$ cat src/rtl/calc1_pkg.sv
// Shared encodings, FSM state type and helper functions for the four-port calculator.
package calc1_pkg;

  localparam int DATA_W = 32;
  localparam int NPORTS = 4;

  localparam logic [3:0] CMD_NONE = 4'd0;
  localparam logic [3:0] CMD_ADD  = 4'd1;
  localparam logic [3:0] CMD_SUB  = 4'd2;
  localparam logic [3:0] CMD_SHL  = 4'd5;
  localparam logic [3:0] CMD_SHR  = 4'd6;

  localparam logic [1:0] RESP_NONE   = 2'd0;
  localparam logic [1:0] RESP_OK     = 2'd1;
  localparam logic [1:0] RESP_ERR    = 2'd2;
  localparam logic [1:0] RESP_INTERR = 2'd3;

  typedef enum logic [1:0] {ST_IDLE, ST_OP2, ST_WAIT, ST_RESP} state_t;

  function automatic logic is_addsub(input logic [3:0] c);
    return (c == CMD_ADD) || (c == CMD_SUB);
  endfunction

  function automatic logic is_shift(input logic [3:0] c);
    return (c == CMD_SHL) || (c == CMD_SHR);
  endfunction

  // Round-robin pick: the first requester at or after ptr wins.
  function automatic logic [NPORTS-1:0] rr_grant(input logic [NPORTS-1:0] req,
                                                 input logic [1:0] ptr);
    logic [NPORTS-1:0] g;
    logic [1:0] idx;
    g = '0;
    for (int k = NPORTS - 1; k >= 0; k--) begin
      idx = ptr + 2'(k);
      if (req[idx]) g = NPORTS'(1) << idx;
    end
    return g;
  endfunction

  function automatic logic [1:0] onehot_idx(input logic [NPORTS-1:0] oh);
    logic [1:0] idx;
    idx = '0;
    for (int k = 0; k < NPORTS; k++) begin
      if (oh[k]) idx = 2'(k);
    end
    return idx;
  endfunction

endpackage

$ cat src/rtl/calc1_port_ctrl.sv
// One requester port: command FSM, operand latches and registered response outputs.
module calc1_port_ctrl
  import calc1_pkg::*;
(
  input  logic              clk,
  input  logic              rst,
  input  logic [3:0]        cmd_in,
  input  logic [DATA_W-1:0] data_in,
  input  logic              grant,
  input  logic [1:0]        exec_resp,
  input  logic [DATA_W-1:0] exec_data,
  output logic              req_addsub,
  output logic              req_shift,
  output logic [3:0]        cmd,
  output logic [DATA_W-1:0] op1,
  output logic [DATA_W-1:0] op2,
  output logic [1:0]        resp_out,
  output logic [DATA_W-1:0] data_out
);

  state_t state, state_nxt;
  logic   load;
  logic   valid_cmd;

  assign valid_cmd = is_addsub(cmd) || is_shift(cmd);

  // State register; reset discards any in-flight command.
  always_ff @(posedge clk) begin
    if (rst) state <= ST_IDLE;
    else     state <= state_nxt;
  end

  // Operand capture: cmd/op1 while idle, op2 in the following cycle.
  always_ff @(posedge clk) begin
    if (state == ST_IDLE) begin
      cmd <= cmd_in;
      op1 <= data_in;
    end
    if (state == ST_OP2) op2 <= data_in;
  end

  // Next state, unit requests and response load strobe.
  always_comb begin
    state_nxt  = state;
    req_addsub = 1'b0;
    req_shift  = 1'b0;
    load       = 1'b0;
    case (state)
      ST_IDLE: if (cmd_in != CMD_NONE) state_nxt = ST_OP2;
      ST_OP2:  state_nxt = ST_WAIT;
      ST_WAIT: begin
        req_addsub = is_addsub(cmd);
        req_shift  = is_shift(cmd);
        // Invalid commands skip arbitration and answer immediately.
        if (!valid_cmd || grant) begin
          load      = 1'b1;
          state_nxt = ST_RESP;
        end
      end
      ST_RESP: state_nxt = ST_IDLE;
      default: state_nxt = ST_IDLE;
    endcase
  end

  // Response registers: hold a result for exactly one cycle, zero otherwise.
  always_ff @(posedge clk) begin
    if (rst || !load) begin
      resp_out <= RESP_NONE;
      data_out <= '0;
    end else if (valid_cmd) begin
      resp_out <= exec_resp;
      data_out <= exec_data;
    end else begin
      resp_out <= RESP_ERR;
      data_out <= '0;
    end
  end

endmodule

$ cat src/rtl/calc1_top.sv
// Four-port calculator: per-port controllers sharing one add/sub and one shift unit,
// each unit behind its own round-robin arbiter.
module calc1_top
  import calc1_pkg::*;
(
  input  logic        c_clk,
  input  logic [1:7]  reset,
  input  logic [0:3]  req1_cmd_in,
  input  logic [0:31] req1_data_in,
  input  logic [0:3]  req2_cmd_in,
  input  logic [0:31] req2_data_in,
  input  logic [0:3]  req3_cmd_in,
  input  logic [0:31] req3_data_in,
  input  logic [0:3]  req4_cmd_in,
  input  logic [0:31] req4_data_in,
  output logic [0:1]  out_resp1,
  output logic [0:31] out_data1,
  output logic [0:1]  out_resp2,
  output logic [0:31] out_data2,
  output logic [0:1]  out_resp3,
  output logic [0:31] out_data3,
  output logic [0:1]  out_resp4,
  output logic [0:31] out_data4
);

  // Returns {resp, data} for add (carry out is an error) or unsigned subtract
  // (borrow is an error).
  function automatic logic [DATA_W+1:0] addsub_exec(input logic [3:0] c,
                                                    input logic [DATA_W-1:0] a,
                                                    input logic [DATA_W-1:0] b);
    logic [DATA_W:0] sum;
    logic [DATA_W+1:0] res;
    sum = {1'b0, a} + {1'b0, b};
    if (c == CMD_SUB) begin
      if (b > a) res = {RESP_ERR, {DATA_W{1'b0}}};
      else       res = {RESP_OK, a - b};
    end else begin
      if (sum[DATA_W]) res = {RESP_ERR, {DATA_W{1'b0}}};
      else             res = {RESP_OK, sum[DATA_W-1:0]};
    end
    return res;
  endfunction

  // Logical shift by the low five bits of the second operand.
  function automatic logic [DATA_W-1:0] shift_exec(input logic [3:0] c,
                                                   input logic [DATA_W-1:0] a,
                                                   input logic [4:0] amt);
    if (c == CMD_SHL) return a << amt;
    else              return a >> amt;
  endfunction

  logic              rst;
  logic [3:0]        cmd_in   [NPORTS];
  logic [DATA_W-1:0] dat_in   [NPORTS];
  logic [3:0]        cmd_q    [NPORTS];
  logic [DATA_W-1:0] op1_q    [NPORTS];
  logic [DATA_W-1:0] op2_q    [NPORTS];
  logic [1:0]        resp_q   [NPORTS];
  logic [DATA_W-1:0] data_q   [NPORTS];
  logic [1:0]        exec_resp[NPORTS];
  logic [DATA_W-1:0] exec_data[NPORTS];
  logic [NPORTS-1:0] req_as, req_sh, gnt_as, gnt_sh, grant;
  logic [1:0]        ptr_as, ptr_sh, idx_as, idx_sh;
  logic [1:0]        as_resp;
  logic [DATA_W-1:0] as_data, sh_data;

  assign rst = |reset;

  assign cmd_in[0] = req1_cmd_in;  assign dat_in[0] = req1_data_in;
  assign cmd_in[1] = req2_cmd_in;  assign dat_in[1] = req2_data_in;
  assign cmd_in[2] = req3_cmd_in;  assign dat_in[2] = req3_data_in;
  assign cmd_in[3] = req4_cmd_in;  assign dat_in[3] = req4_data_in;

  assign out_resp1 = resp_q[0];  assign out_data1 = data_q[0];
  assign out_resp2 = resp_q[1];  assign out_data2 = data_q[1];
  assign out_resp3 = resp_q[2];  assign out_data3 = data_q[2];
  assign out_resp4 = resp_q[3];  assign out_data4 = data_q[3];

  for (genvar g = 0; g < NPORTS; g++) begin : g_port
    calc1_port_ctrl u_port (
      .clk       (c_clk),
      .rst       (rst),
      .cmd_in    (cmd_in[g]),
      .data_in   (dat_in[g]),
      .grant     (grant[g]),
      .exec_resp (exec_resp[g]),
      .exec_data (exec_data[g]),
      .req_addsub(req_as[g]),
      .req_shift (req_sh[g]),
      .cmd       (cmd_q[g]),
      .op1       (op1_q[g]),
      .op2       (op2_q[g]),
      .resp_out  (resp_q[g]),
      .data_out  (data_q[g])
    );
    assign grant[g]     = gnt_as[g] | gnt_sh[g];
    assign exec_resp[g] = gnt_sh[g] ? RESP_OK : as_resp;
    assign exec_data[g] = gnt_sh[g] ? sh_data : as_data;
  end

  assign gnt_as = rr_grant(req_as, ptr_as);
  assign gnt_sh = rr_grant(req_sh, ptr_sh);
  assign idx_as = onehot_idx(gnt_as);
  assign idx_sh = onehot_idx(gnt_sh);

  // Round-robin pointers move just past whichever port was served.
  always_ff @(posedge c_clk) begin
    if (rst) begin
      ptr_as <= 2'd0;
      ptr_sh <= 2'd0;
    end else begin
      if (|gnt_as) ptr_as <= idx_as + 2'd1;
      if (|gnt_sh) ptr_sh <= idx_sh + 2'd1;
    end
  end

  // Shared units operate on the operands of the granted port.
  always_comb begin
    {as_resp, as_data} = addsub_exec(cmd_q[idx_as], op1_q[idx_as], op2_q[idx_as]);
    sh_data            = shift_exec(cmd_q[idx_sh], op1_q[idx_sh], op2_q[idx_sh][4:0]);
  end

endmodule

$ cat config.mk
export PLATFORM = sky130hd
export DESIGN_NAME = calc1_top
export DESIGN_NICKNAME = d
export VERILOG_FILES = /design/src/rtl/calc1_pkg.sv /design/src/rtl/calc1_port_ctrl.sv /design/src/rtl/calc1_top.sv
export SDC_FILE = /design/constraint.sdc
export NUM_CORES = 1
export LEC_CHECK = 0
export CORE_ASPECT_RATIO = 1.5
export CORE_MARGIN = 4
export CORE_UTILIZATION = 40
export DETAILED_ROUTE_END_ITERATION = 10
export GPL_TIMING_DRIVEN = 1
export SYNTH_ARGS = -nofsm -noshare
export SYNTH_HDL_FRONTEND = slang
export SYNTH_SLANG_ARGS = --single-unit
$ cat constraint.sdc
create_clock -name c_clk -period 7.2 [get_ports c_clk]
set_clock_uncertainty 0.05 [all_clocks]
set_input_delay 1.44 -clock c_clk [delete_from_list [all_inputs] [get_ports c_clk]]
set_output_delay 1.44 -clock c_clk [all_outputs]
set_load 0.05 [all_outputs]
# ---- After elaboration in Yosys (flattened, before gate mapping)
# Cells that the tools add are included.
dict set report totals {
  inputBits 152
  out_inout_bits 136
  n_memories 0
  latchBits 0
  elab_cells 248
  romBits 0
  regBits 420
  ram_bits 0
}
dict set report op_classes {
  multipliers 0
  n_div 0
  n_addsub 10
  mux 92
  magnitude_cmp 11
  shifts 10
  n_eq_ne 38
  bitwise 10
  n_reduce_logical 47
}
# operator n
set op_table {}
lappend op_table {{32-bit 2-to-1 mux} 11}
lappend op_table {{32-bit binary-select mux with 2-bit select} 4}
lappend op_table {{34-bit 2-to-1 mux} 3}
lappend op_table {{4-bit 2-to-1 mux} 12}
lappend op_table {{2-bit 2-to-1 mux} 20}
lappend op_table {{4-bit by 3-bit == test with 1-bit output, second input constant} 9}
lappend op_table {{32-bit by 32-bit adder with 33-bit output} 1}
lappend op_table {{32-bit greater-than comparator} 1}
lappend op_table {{2-bit one-hot mux with 4 select lines} 4}
lappend op_table {{1-bit by 2-bit left shift with 4-bit output, first input constant} 8}
lappend op_table {{32-bit by 5-bit left shift with 32-bit output} 1}
lappend op_table {{32-bit by 5-bit right shift with 32-bit output} 1}
lappend op_table {{32-bit subtractor} 1}
lappend op_table {{1-bit 2-to-1 mux} 26}
lappend op_table {{2-bit by 3-bit < comparator with 1-bit output, second input constant} 8}
lappend op_table {{4-bit by 2-bit == test with 1-bit output, second input constant} 5}
lappend op_table {{1-bit logical OR} 20}
lappend op_table {{1-bit binary-select mux with 2-bit select} 8}
lappend op_table {{4-bit binary-select mux with 2-bit select} 2}
lappend op_table {{2-bit == test, second input constant} 8}
lappend op_table {{4-bit by 1-bit == test with 1-bit output, second input constant} 4}
lappend op_table {{4-bit nonzero test} 4}
lappend op_table {{5-bit 2-to-1 mux} 2}
lappend op_table {{2-bit by 1-bit adder with 2-bit output, second input constant} 4}
lappend op_table {{14 further kinds} 51}

# ---- Logic depth before layout (Yosys ltp)
dict set report logic_depth {
  depth_word 21
  mapped_depth 33
  ltp_nobuf 28
}

# ---- By module
# Synthesis repeated with hierarchy kept, for this count alone.
dict set report hier_totals {
  hier_cells 2725
  hier_area_um2 26945.8
}
# mod area_each_um2 cells_each n_inst seq_area_each_um2
set by_module_without_submodules {}
lappend by_module_without_submodules {calc1_top 14148.6 2077 1 80.1}
lappend by_module_without_submodules {calc1_port_ctrl 3199.3 162 4 2762.6}

# ---- Worst setup path after synthesis
# Ideal clock, no wire load.
dict set report synth_timing {
  kind {register to register}
  from {register ptr_as[0]}
  to {register g_port[0].u_port.data_out[31]}
  arrival_time_ps 7313
  synth_period_minus_slack_ps 7449
  slack_ps -249
  stages_incl_launch_ff 33
  n_path_buf 5
  setup_time_ps 86
  required_time_ps 7064
  cell_sequence {dfxtp_1 inv_1 ha_1 inv_1 o41ai_1 o32a_1 a21oi_1 a211oi_1 clkbuf_1 nor2_1 clkbuf_1 clkbuf_1 nand2_1 a21oi_1 a21oi_1 o21ai_0 ha_1 fa_1 a211oi_1 o21a_1 o31ai_1 or4b_1 a311oi_1 o21ai_1 a221oi_1 o21ai_1 a21o_1 clkbuf_1 buf_2 nor2_1 a2bb2oi_1 nor2_1 a211oi_1}
}
dict set report synth_between {
  elab_chain_cells 18
  elab_cells_between_ends 47
  classes_between {add/sub (5); order compare (1); eq/ne (1); shift (4); mux (30); bitwise (2); reduce/logical (4)}
}
# item line_no
set synth_rtl {}
lappend synth_rtl {{start, declared} calc1_top.sv:63} ;# logic [1:0] ptr_as, ptr_sh, idx_as, idx_sh;
lappend synth_rtl {{start signal, assigned} calc1_top.sv:112} ;# if (|gnt_as) ptr_as <= idx_as + 2'd1;
lappend synth_rtl {{2-bit adder} calc1_pkg.sv:35} ;# idx = ptr + 2'(k);
lappend synth_rtl {{1-bit binary-select mux with 2-bit select} calc1_pkg.sv:36} ;# if (req[idx]) g = NPORTS'(1) << idx;
lappend synth_rtl {{1-bit 2-to-1 mux (implied by the code)} calc1_pkg.sv:36}
lappend synth_rtl {{4-bit 2-to-1 mux (3 in series)} calc1_pkg.sv:36}
lappend synth_rtl {{4-bit 2-to-1 mux (*)} calc1_pkg.sv:36}
lappend synth_rtl {{1-bit 2-to-1 mux} calc1_pkg.sv:45} ;# if (oh[k]) idx = 2'(k);
lappend synth_rtl {{2-bit 2-to-1 mux (2 in series)} calc1_pkg.sv:45}
lappend synth_rtl {{2-bit NOT with 3-bit output (implied by the code)} calc1_top.sv:119} ;# {as_resp, as_data} = addsub_exec(cmd_q[idx_as], op1_q[idx_as], op2_q[idx_as]);
lappend synth_rtl {{32-bit binary-select mux with 2-bit select} calc1_top.sv:119}
lappend synth_rtl {{32-bit 2-to-1 mux (implied by the code) (2 in series)} calc1_top.sv:119}
lappend synth_rtl {{32-bit by 32-bit adder with 33-bit output, or another cell as far along} calc1_top.sv:33} ;# sum = {1'b0, a} + {1'b0, b};
lappend synth_rtl {{34-bit 2-to-1 mux (on tied branches)} {calc1_top.sv:38, calc1_top.sv:35}}
lappend synth_rtl {{34-bit 2-to-1 mux} calc1_top.sv:34} ;# if (c == CMD_SUB) begin
lappend synth_rtl {{32-bit 2-to-1 mux} calc1_top.sv:98} ;# assign exec_data[g] = gnt_sh[g] ? sh_data : as_data;
lappend synth_rtl {{end signal, assigned} calc1_port_ctrl.sv:72} ;# data_out <= exec_data;
lappend synth_rtl {{end, declared} calc1_port_ctrl.sv:18} ;# output logic [DATA_W-1:0] data_out
# Every way passes the cells marked *; elsewhere a longest branch is shown, timed or not. The select of a mux whose other input is x is not followed.
# A chain may end at the register's enable or synchronous reset.

# ---- Worst setup path after layout
dict set report layout_timing {
  from {register g_port[2].u_port.state[0]}
  to {register g_port[3].u_port.data_out[25]}
}
dict set report layout_between {
  elab_chain_cells 19
  elab_cells_between_ends 72
  classes_between {add/sub (2); order compare (1); eq/ne (3); shift (2); mux (57); bitwise (3); reduce/logical (4)}
}
# item line_no
set layout_rtl {}
lappend layout_rtl {{start, declared} calc1_port_ctrl.sv:21} ;# state_t state, state_nxt;
lappend layout_rtl {{start signal, assigned} calc1_port_ctrl.sv:30} ;# else state <= state_nxt;
lappend layout_rtl {{2-bit == test (*)} calc1_port_ctrl.sv:48} ;# case (state)
lappend layout_rtl {{1-bit 2-to-1 mux} calc1_port_ctrl.sv:48}
lappend layout_rtl {{1-bit binary-select mux with 2-bit select} calc1_pkg.sv:36}
lappend layout_rtl {{1-bit 2-to-1 mux (implied by the code)} calc1_pkg.sv:36}
lappend layout_rtl {{4-bit 2-to-1 mux (4 in series)} calc1_pkg.sv:36}
lappend layout_rtl {{1-bit 2-to-1 mux} calc1_pkg.sv:45}
lappend layout_rtl {{2-bit 2-to-1 mux (2 in series)} calc1_pkg.sv:45}
lappend layout_rtl {{2-bit NOT with 3-bit output (implied by the code)} calc1_top.sv:119}
lappend layout_rtl {{32-bit binary-select mux with 2-bit select} calc1_top.sv:119}
lappend layout_rtl {{32-bit 2-to-1 mux (implied by the code) (2 in series)} calc1_top.sv:119}
lappend layout_rtl {{32-bit by 32-bit adder with 33-bit output, or another cell as far along} calc1_top.sv:33}
lappend layout_rtl {{34-bit 2-to-1 mux (on tied branches)} {calc1_top.sv:38, calc1_top.sv:35}}
lappend layout_rtl {{34-bit 2-to-1 mux} calc1_top.sv:34}
lappend layout_rtl {{32-bit 2-to-1 mux} calc1_top.sv:98}
lappend layout_rtl {{end signal, assigned} calc1_port_ctrl.sv:72}
lappend layout_rtl {{end, declared} calc1_port_ctrl.sv:18}
# Marked as above.

==> run_results.csv <==
group,metric,value,unit
run_status,status,"complete, no violations",
finish,syn_to_final_growth,27.2,%
sta,hold_violations,0,
floorplanning,rows,113,
clock_network,clkSlewWorstSetupHoldPaths,0.06,ns
critical_path,cp-end-kind,"flip-flop",
sta,period_share,0.961,
synth,synth_top_cells_by_count,"313 x nand2_1, 305 x a21oi_1, 272 x edfxtp_1",
clock_network,cts_buffer_depth,3,
clock_network,cts_buffers,40,
sta,max_slew.worst_pin.slew,1.11,ns
sta,grt_setup_unrepaired,"yes",
critical_path,startpoint_type,"flip-flop",
placed_design,hpwl,88200,um
power_and_ir_drop,finalPower,0.00556,W
grt,grt_pass1_wl,162000,um
grt,grt_start_max_net_pins,71,
finish,nNetsFinal,3460,
synth,yosys.area.top_type,"edfxtp_1",
synth,yosys-top-cells-area,"edfxtp_1 32%, dfxtp_1 12%, a21oi_1 5.9%",
power_and_ir_drop,switching_share,0.252,
grt,grt_pass1_vias,24400,
floorplanning,dieHeight,318,um
power_and_ir_drop,leakage,12.6,nW
sta,holdWs,0.495,ns
power_and_ir_drop,pwr-share-seq,0.475,
detailed_routing,vias,25100,
power_and_ir_drop,powerDensity,170,nW/um^2
finish,fill_cells,5773,
finish,fin_area,32700,um^2
synth,syn_inst,2812,
clock_network,cts_sinks,420,
finish,drive_above_1_share,0.157,
placed_design,port_buffers,287,
critical_path,path_class,"reg -> reg",
power_and_ir_drop,switchingPower,0.00140,W
run,drv_cap,0,
clock_network,postCtsHoldBufs,0,
placed_design,gp_congestion,1.04,
sta,fmax,145,MHz
detailed_routing,detail-route-antenna-nets,0,
floorplanning,core,63500,um^2
critical_path,crit_path_max_incr_delay,0.55,ns
grt,overflow,0,
synth,yosys_warnings,0,
placed_design,dp.cells,3966,
synth,ys_seq_elements,420,
synth,synth_top_area_frac,0.318,
clock_network,cts.htree.levels,2,
synth,synth_flop_cell,"edfxtp_1",
detailed_routing,dr.pass1.iters,7,
critical_path,slowest_stage,"mux4_2",
detailed_routing,wire_per_inst,27.5,um
critical_path,crit_top_cell,"buf_4",
detailed_routing,viasPerCell,6.21,
synth,synth_cell_types,103,
clock_network,cts_tree,"built",
synth,synth_edf_count,272,
grt,grtUsageTotal,0.311,
clock_network,root_buffer,"clkbuf_16",
power_and_ir_drop,ir_drop,0.190,mV
synth,syn_nets,3063,
synth,ys_async_sr_fraction,0,
critical_path,worstPathArrival,7.36,ns
synth,ys_seq_area_frac,0.433,
floorplanning,start_util,0.405,
power_and_ir_drop,pwr-share-clk,0.397,
grt,antenna_found_initial,2,
worst_hold_path,min_path_type,"reg -> reg",
floorplanning,dieWidth,215,um
synth,syn_avg_cell_area,9.14,um^2
finish,finalNonFillerCells,4045,
sta,min_period,6.92,ns
critical_path,worstPathRequired,7.64,ns
power_and_ir_drop,p_int,0.00416,W
detailed_routing,route.detailed.drc,0,
synth,yosysMostFrequentCell,"nand2_1",
placed_design,placed_area,30900,um^2
clock_network,clock_latency,0.60,ns
sta,setup_viol,0,
power_and_ir_drop,pwr-share-comb,0.128,
critical_path,rrSetupSlack,0.28,ns
sta,slew_violations,0,
detailed_routing,drtIter0Drc,2892,
detailed_routing,routed_wl,111000,um
critical_path,cp_max_fo,24,
floorplanning,die_area,68400,um^2
synth,synth_area,25700,um^2
floorplanning,pin_count,288,
sta,slew_headroom,0.258,
[cells in the final DEF, fill, tap and decap left out, drive strengths merged, types with 100 or more instances in the layout]
| cell | count |
|---|---|
| nand2 | 320 |
| a21oi | 306 |
| o21ai | 300 |
| clkdlybuf4s50 | 287 |
| edfxtp | 272 |
| buf | 269 |
| nor2 | 218 |
| dfxtp | 148 |
| mux2i | 139 |
| inv | 125 |
| a211oi | 100 |
[cells by family after synthesis]
| family | Yosys count | synth area share |
|---|---|---|
| and+or+nand+nor | 795 | 0.142 |
| xor gates and xnor gates | 5 | 0.00170 |
| adders and majority gates | 99 | 0.0488 |
| buffers and inverters | 317 | 0.0542 |
| AOI/OAI and AO/OA | 1029 | 0.258 |
| muxes | 147 | 0.0618 |
| DFF | 420 | 0.433 |
[repair_timing]
item	CTS	global route
pin swaps	3	15
setup buffers	1	5
endpoints found under the setup margin	129	136
gates resized for setup	33	82
[power by group through the flow]
stage / Combinational [W] / Clock (W) / Sequential [W]
floorplan: 0.000313 / 0 / 0.00268
global placement: 0.000663 / 0 / 0.00269
detailed placement: 0.000669 / 0 / 0.00269
CTS: 0.000680 / 0.00225 / 0.00264
global route: 0.000753 / 0.00233 / 0.00265
finish: 0.000710 / 0.00221 / 0.00264
[routing by layer]
metal  GRT usage  part of all wire  vias to the layer above
met4       0.165             0.070                        2
met3      0.0484             0.074                      322
met5           0           0.00012                        -
met2       0.529              0.48                     1427
met1       0.379              0.38                    12100
li1            -                 -                    11200
[final timing paths]
path                                                             start                                        to  depth (start not counted)
worst max-delay path            g_port[2].u_port.state[0]$_SDFFE_PP0P_  g_port[3].u_port.data_out[25]$_SDFF_PP0_                         32
worst max register to register  g_port[2].u_port.state[0]$_SDFFE_PP0P_  g_port[3].u_port.data_out[25]$_SDFF_PP0_                         32
worst min-delay path            g_port[3].u_port.state[1]$_SDFFE_PP0P_    g_port[3].u_port.state[1]$_SDFFE_PP0P_                          2
worst min register to register  g_port[3].u_port.state[1]$_SDFFE_PP0P_    g_port[3].u_port.state[1]$_SDFFE_PP0P_                          2
[worst max-delay path: cells and delay by family (launching register included)]
family	cells	cell delay (ns)
buf+inv	9	1.45
flops	1	0.34
compound gates	13	2.98
mux	2	0.74
simple gates	6	0.67
fa+ha+maj	2	0.58
[registers in the layout, summed over array words and instances (netlist names)]
name and count:
g_port.u_port.data_out 128, g_port.u_port.op1 128, g_port.u_port.op2 128, g_port.u_port.cmd 16, g_port.u_port.resp_out 8, g_port.u_port.state 8, ptr_as 2, ptr_sh 2
[area by class of cell]
cell class	count	area (um^2)	area share
multi-input combinational	2075	13700	0.419
sequential	420	11100	0.341
timing repair buffer	556	5060	0.155
clock buffer	51	1100	0.0338
tap	805	1010	0.0308
inverter	116	435	0.0133
clock inverter	21	264	0.00808
antenna	1	2.50	0.0000766
[metrics by stage]
step,utilization,worst slack [ns],TNS [ns]
after detailed placement,0.486,-0.646,-17.73
after floorplan,-,0.0606,0
final,0.515,0.280,0
after global placement,0.486,-0.512,-7.55
after global routing,0.515,-0.0555,-0.431
after CTS,0.509,0.0161,0
(Power assumes the default switching activity.)
